`src/rtl/hamming_frame_rx_pkg.sv`:
```
// hamming_frame_rx_pkg: shared Hamming(12,8) definitions for the frame receiver and transmit-side encoder
package hamming_frame_rx_pkg;

    localparam int CODE_W = 12;
    localparam int DATA_W = 8;

    typedef enum logic [1:0] {IDLE, START, DATA, STOP} state_t;

    // code position (1-based) carrying each payload bit data[i]
    localparam int DATA_POS [DATA_W] = '{3, 5, 6, 7, 9, 10, 11, 12};

    // even parity at positions 1,2,4,8 over every position sharing that bit
    function automatic logic [CODE_W-1:0] hamming12_encode(input logic [DATA_W-1:0] d);
        logic [CODE_W-1:0] c;
        logic p;
        c = '0;
        for (int i = 0; i < DATA_W; i++) c[DATA_POS[i]-1] = d[i];
        for (int k = 0; k < 4; k++) begin
            p = 1'b0;
            for (int j = 1; j <= CODE_W; j++) if (j[k]) p = p ^ c[j-1];
            c[(1 << k)-1] = p;
        end
        return c;
    endfunction

endpackage

```
`src/rtl/hamming12_correct.sv`:
```
// hamming12_correct: syndrome, single-bit correction and payload extraction for one codeword
module hamming12_correct
    import hamming_frame_rx_pkg::*;
(
    input  logic [CODE_W-1:0] code,
    output logic [DATA_W-1:0] data,
    output logic              corrected,
    output logic              uncorrectable
);

    logic [3:0]        syn;
    logic [CODE_W-1:0] fixed;

    // syndrome is the XOR of the positions of all set bits; flip that position when it exists
    always_comb begin
        syn = '0;
        for (int p = 1; p <= CODE_W; p++) syn = syn ^ (code[p-1] ? 4'(p) : 4'd0);
        fixed = code;
        for (int p = 1; p <= CODE_W; p++) fixed[p-1] = code[p-1] ^ (syn == 4'(p));
        for (int i = 0; i < DATA_W; i++) data[i] = fixed[DATA_POS[i]-1];
        corrected     = (syn != 4'd0) && (syn <= 4'(CODE_W));
        uncorrectable = syn > 4'(CODE_W);
    end

endmodule

```
`src/rtl/hamming_frame_rx.sv`:
```
// hamming_frame_rx: oversampling serial receiver for Hamming(12,8) framed bytes
module hamming_frame_rx
    import hamming_frame_rx_pkg::*;
#(
    parameter int OVERSAMPLE  = 16,
    parameter int SYNC_STAGES = 2
) (
    input  logic              clk,
    input  logic              rst,
    input  logic              din,
    output logic [DATA_W-1:0] data,
    output logic              data_valid,
    output logic              corrected,
    output logic              uncorrectable,
    output logic              frame_err,
    output logic              busy
);

    localparam int CW = $clog2(OVERSAMPLE);
    localparam logic [CW-1:0] HALF = CW'(OVERSAMPLE/2 - 1);
    localparam logic [CW-1:0] LAST = CW'(OVERSAMPLE - 1);

    logic [SYNC_STAGES-1:0] sync;
    logic                   line;
    logic                   line_d;
    state_t                 state;
    logic [CW-1:0]          phase;
    logic [3:0]             bit_cnt;
    logic [CODE_W-1:0]      shreg;
    logic [DATA_W-1:0]      dec_data;
    logic                   dec_corr;
    logic                   dec_unc;

    assign line = sync[SYNC_STAGES-1];
    assign busy = state != IDLE;

    hamming12_correct u_correct (
        .code         (shreg),
        .data         (dec_data),
        .corrected    (dec_corr),
        .uncorrectable(dec_unc)
    );

    // synchronize the asynchronous line and keep one delayed copy for start-edge detection
    always_ff @(posedge clk or negedge rst) begin
        if (!rst) begin
            sync   <= '1;
            line_d <= 1'b1;
        end else begin
            sync[0] <= din;
            for (int i = 1; i < SYNC_STAGES; i++) sync[i] <= sync[i-1];
            line_d <= line;
        end
    end

    // frame FSM: start validation, mid-bit sampling, stop check and registered decode outputs
    always_ff @(posedge clk or negedge rst) begin
        if (!rst) begin
            state         <= IDLE;
            phase         <= '0;
            bit_cnt       <= '0;
            shreg         <= '0;
            data          <= '0;
            data_valid    <= 1'b0;
            corrected     <= 1'b0;
            uncorrectable <= 1'b0;
            frame_err     <= 1'b0;
        end else begin
            data_valid <= 1'b0;
            frame_err  <= 1'b0;
            case (state)
                IDLE: begin
                    if (line_d && !line) begin
                        state <= START;
                        phase <= '0;
                    end
                end
                START: begin
                    if (phase == HALF) begin
                        phase   <= '0;
                        bit_cnt <= '0;
                        state   <= line ? IDLE : DATA;
                    end else begin
                        phase <= phase + 1'b1;
                    end
                end
                DATA: begin
                    if (phase == LAST) begin
                        phase <= '0;
                        shreg <= {shreg[CODE_W-2:0], line};
                        if (bit_cnt == 4'(CODE_W - 1)) begin
                            bit_cnt <= '0;
                            state   <= STOP;
                        end else begin
                            bit_cnt <= bit_cnt + 1'b1;
                        end
                    end else begin
                        phase <= phase + 1'b1;
                    end
                end
                STOP: begin
                    if (phase == LAST) begin
                        phase <= '0;
                        state <= IDLE;
                        if (line) begin
                            data          <= dec_data;
                            corrected     <= dec_corr;
                            uncorrectable <= dec_unc;
                            data_valid    <= 1'b1;
                        end else begin
                            frame_err <= 1'b1;
                        end
                    end else begin
                        phase <= phase + 1'b1;
                    end
                end
                default: state <= IDLE;
            endcase
        end
    end

endmodule
```
`config.mk`:
```
export PLATFORM = sky130hd
export DESIGN_NAME = hamming_frame_rx
export DESIGN_NICKNAME = d
export VERILOG_FILES = /design/src/rtl/hamming_frame_rx_pkg.sv /design/src/rtl/hamming12_correct.sv /design/src/rtl/hamming_frame_rx.sv
export SDC_FILE = /design/constraint.sdc
export NUM_CORES = 1
export LEC_CHECK = 0
export BUFFER_PORTS_ARGS = -buffer_cell sky130_fd_sc_hd__clkbuf_2
export CAP_MARGIN = 10
export CORE_AREA = 2 2 61 63
export DETAILED_ROUTE_END_ITERATION = 10
export DIE_AREA = 0 0 63 65
export GPL_TIMING_DRIVEN = 0
export PLACE_DENSITY = 0.73
export SYNTH_ARGS = -nofsm -noshare
export SYNTH_HDL_FRONTEND = slang
export SYNTH_SLANG_ARGS = --single-unit
```
`constraint.sdc`:
```
create_clock -name clk -period 3.8 [get_ports clk]
set_input_delay 0.57 -clock clk [delete_from_list [all_inputs] [get_ports clk]]
set_output_delay 0.57 -clock clk [all_outputs]
set_load 0.02 [all_outputs]
```
==> impl_results.md <==
- Most used flip-flop cell after synthesis: dfrtp_1
- Gate power share: 0.259
- Overall power: a little over 0.9 mW
- CTS sink count: 37
- Mapped Area: around 1800 µm²
- Io pins: 16
- Mapped Cells: ~160
- Max IR drop VDD: about 0.19 mV
- Setup CP Type: reg2out
- Req. time, crit path: between 3 and 4 ns
- Clk network pwr share: 0.209
- Worst slew pin tran: a little under 0.9 ns
- Core area: 3496 µm²
- Sw Share: 0.3256
- Power per cell area: approximately 450 nW/µm²
- Fin crit share: 0.5526
- Largest net degree at the start of global routing: 38
- Fillers: slightly above 300
- P&R area growth vs syn: 9.946%
- Max incr delay on CP: 0.37 ns
- Most frequent CP cell: clkbuf_1
- PortBufs: 15
- Post-synth EDFFs: 0
- Post-Place Cell Area: between 1500 and 2000 µm²
- Clock root buffer: clkbuf_4
- Leading cell type in the layout, fill and taps excluded: dfrtp_1
- DR vias: 1,266
- Worst setup SP type: flip-flop
- # setup viols final: 0
- Final WL: ~3.1 mm
- CTS buffer count: 5
- First-pass GRT wire length: 5.623 mm
- Postcts setup bufs: 0
- Die area: a little over 4000 µm²
- Total of warnings raised by yosys: 0
- #FFs+latches synth: 37
- Sequential element share of the synthesized area: 0.5027
- Worst-path clk slew: approximately 0.10 ns
- CTS tree: yes
- Remaining antenna violation count: 0
- Worst path slowest cell: dfrtp_1
- Max_slew headroom: 0.4064
- Vias in the first global route: between 1,000 and 1,500
- Antenna Cells: 0
- Clock skew: 0.008052 ns
- Rows: 22
- Netlist cell types: 36
- Share of flip-flops with an asynchronous set or reset: 1.000
- Starting Density: 0.5290
- Max Cap Viol: 0
- Internal Power: roughly 0.61 mW
- Resize count post-CTS: 0
- Final HPWL DP: 2.322 mm
- Avg Inst Size Synth: ~11 µm²
- Finished Core Util: 0.5816
- Initial antenna violation count: 0
- Syn_nets: roughly 170
- Iteration-0 DRC Markers: 60
- Setup TNS: 0 ns
- Hold WC Path Type: in2reg
- Most frequent cells in the layout: 34 x dfrtp_1, 15 x nand2_1, 15 x clkbuf_2
- Clock Path Buffers: 2
- Leakage power: 0.9484 nW
- Max Freq: 476.2 MHz
- Worst-skew pair later-pin latency: between 0.3 and 0.4 ns
- Final Net Count: 188
- Setup repair after global routing missed its margin: no
- GRT Residual Overflow: 0
- NetSw: between 0.2 and 0.3 mW
- Drt first pass iters: 4
- Hold slack: slightly above 0.3 ns
- GRT Util Overall: 0.1795
- Design area: between 2000 and 2500 µm²
- Layout cells sized above 1: 0.2228
- Die H: between 60 and 70 µm
- CP Max Fanout: 8
- GPL Wtd Cong: around 0.76
- Status: finished clean
- Max-slew violations: 0
- Residual DRC: 0
- Post-cts hold buffer count: 0
- Wire length per cell: approximately 13 µm
- Final count of hold timing violations: 0
- H-tree Lvls: 2
- Die W: roughly 63 µm
- Flop pwr share: 0.533
- Crit-path cells: clkbuf_1 -> or2_2 -> clkbuf_1 -> clkbuf_2
- CP arrival: 1.53 ns
- Min Tclk post-route: 2.100 ns
- Critical path capture point type: primary output
- Vias per inst: about 5.5
worst max-delay path, delay by kind of cell (launching register included):
kind	cells	cell delay, ns
buffers and inverters	3	0.50
flip-flops	1	0.37
AND/OR/NAND/NOR	1	0.32
metrics by stage:
step	worst slack [ns]	instances
floorplan	1.951	161
detailed placement	1.751	224
finish	1.700	232
CTS	1.684	232
global placement	1.846	224
global route	1.513	232
synthesized netlist by cell type (3+ instances only):
cell | instances | area share
dfrtp_1 | 34 | 0.46
nand2_1 | 15 | 0.030
mux2_2 | 13 | 0.079
xnor2_1 | 13 | 0.062
o21ai_0 | 11 | 0.030
nand3_1 | 6 | 0.016
xor2_1 | 6 | 0.028
clkbuf_1 | 5 | 0.010
inv_1 | 5 | 0.010
nor4_1 | 5 | 0.017
o21ai_1 | 5 | 0.014
a21o_1 | 3 | 0.012
dfstp_2 | 3 | 0.043
nand4_1 | 3 | 0.010
nor2_1 | 3 | 0.0061
nor2b_1 | 3 | 0.010
o41ai_1 | 3 | 0.014
registers in the layout, indices dropped and copies added (netlist names), named ones only:
| signal | cells |
|---|---|
| data_valid | 1 |
| sync | 2 |
| line_d | 1 |
| uncorrectable | 1 |
| phase | 4 |
| shreg | 12 |
| data | 8 |
| frame_err | 1 |
| bit_cnt | 4 |
| state | 1 |
| corrected | 1 |
final timing paths:
path / startpoint / endpoint / slack (ns) / cells past startpoint
worst max-delay path: flip-flop / busy / 1.70 / 4
worst min-delay path: din / sync[0] / 0.31 / 1
worst max register to register: shreg[6] / data[5] / 1.73 / 6
worst min register to register: sync[0] / sync[1] / 0.36 / 0
max in group asynchronous: rst / phase[3] / 2.90 / 1
min in group asynchronous: rst / bit_cnt[1] / 0.34 / 1
final cells by class:
class | instances | area [µm²] | area share
buffer | 7 | 35.03 | 0.01723
clock buffer | 8 | 48.80 | 0.02400
inverter | 5 | 18.77 | 0.009231
multi-input combinational | 112 | 865.8 | 0.4258
sequential | 37 | 929.6 | 0.4572
tap | 48 | 60.06 | 0.02954
timing repair buffer | 15 | 75.07 | 0.03692
logic make-up after synthesis:
logic type | share of synthesized area
and+or+nand+nor | 0.1171
buffers and inverters | 0.02909
DFF | 0.5027
xor gates and xnor gates | 0.1617
muxes | 0.08457
adders and majority gates | 0.01353
AOI/OAI and AO/OA | 0.09134
power groups by stage:
stage               registers [mW]  logic (mW)  clock network, mW
global placement             0.487       0.221                  0
CTS                          0.482       0.236              0.198
detailed placement           0.489       0.235                  0
floorplan                    0.480       0.185                  0
global route                 0.491       0.266              0.219
finish                       0.483       0.234              0.189
metal layers:
layer  up-vias  wire [µm]  global-route usage  part of all wire
li1        613          -                   -                 -
met1       622       1396              0.2184              0.45
met2        27       1518              0.2992              0.49
met3         4        127             0.05729             0.041
met4         0         42             0.06667             0.014
met5         -          0                   0                 0
No activity file was read; power rests on OpenSTA's default activity.
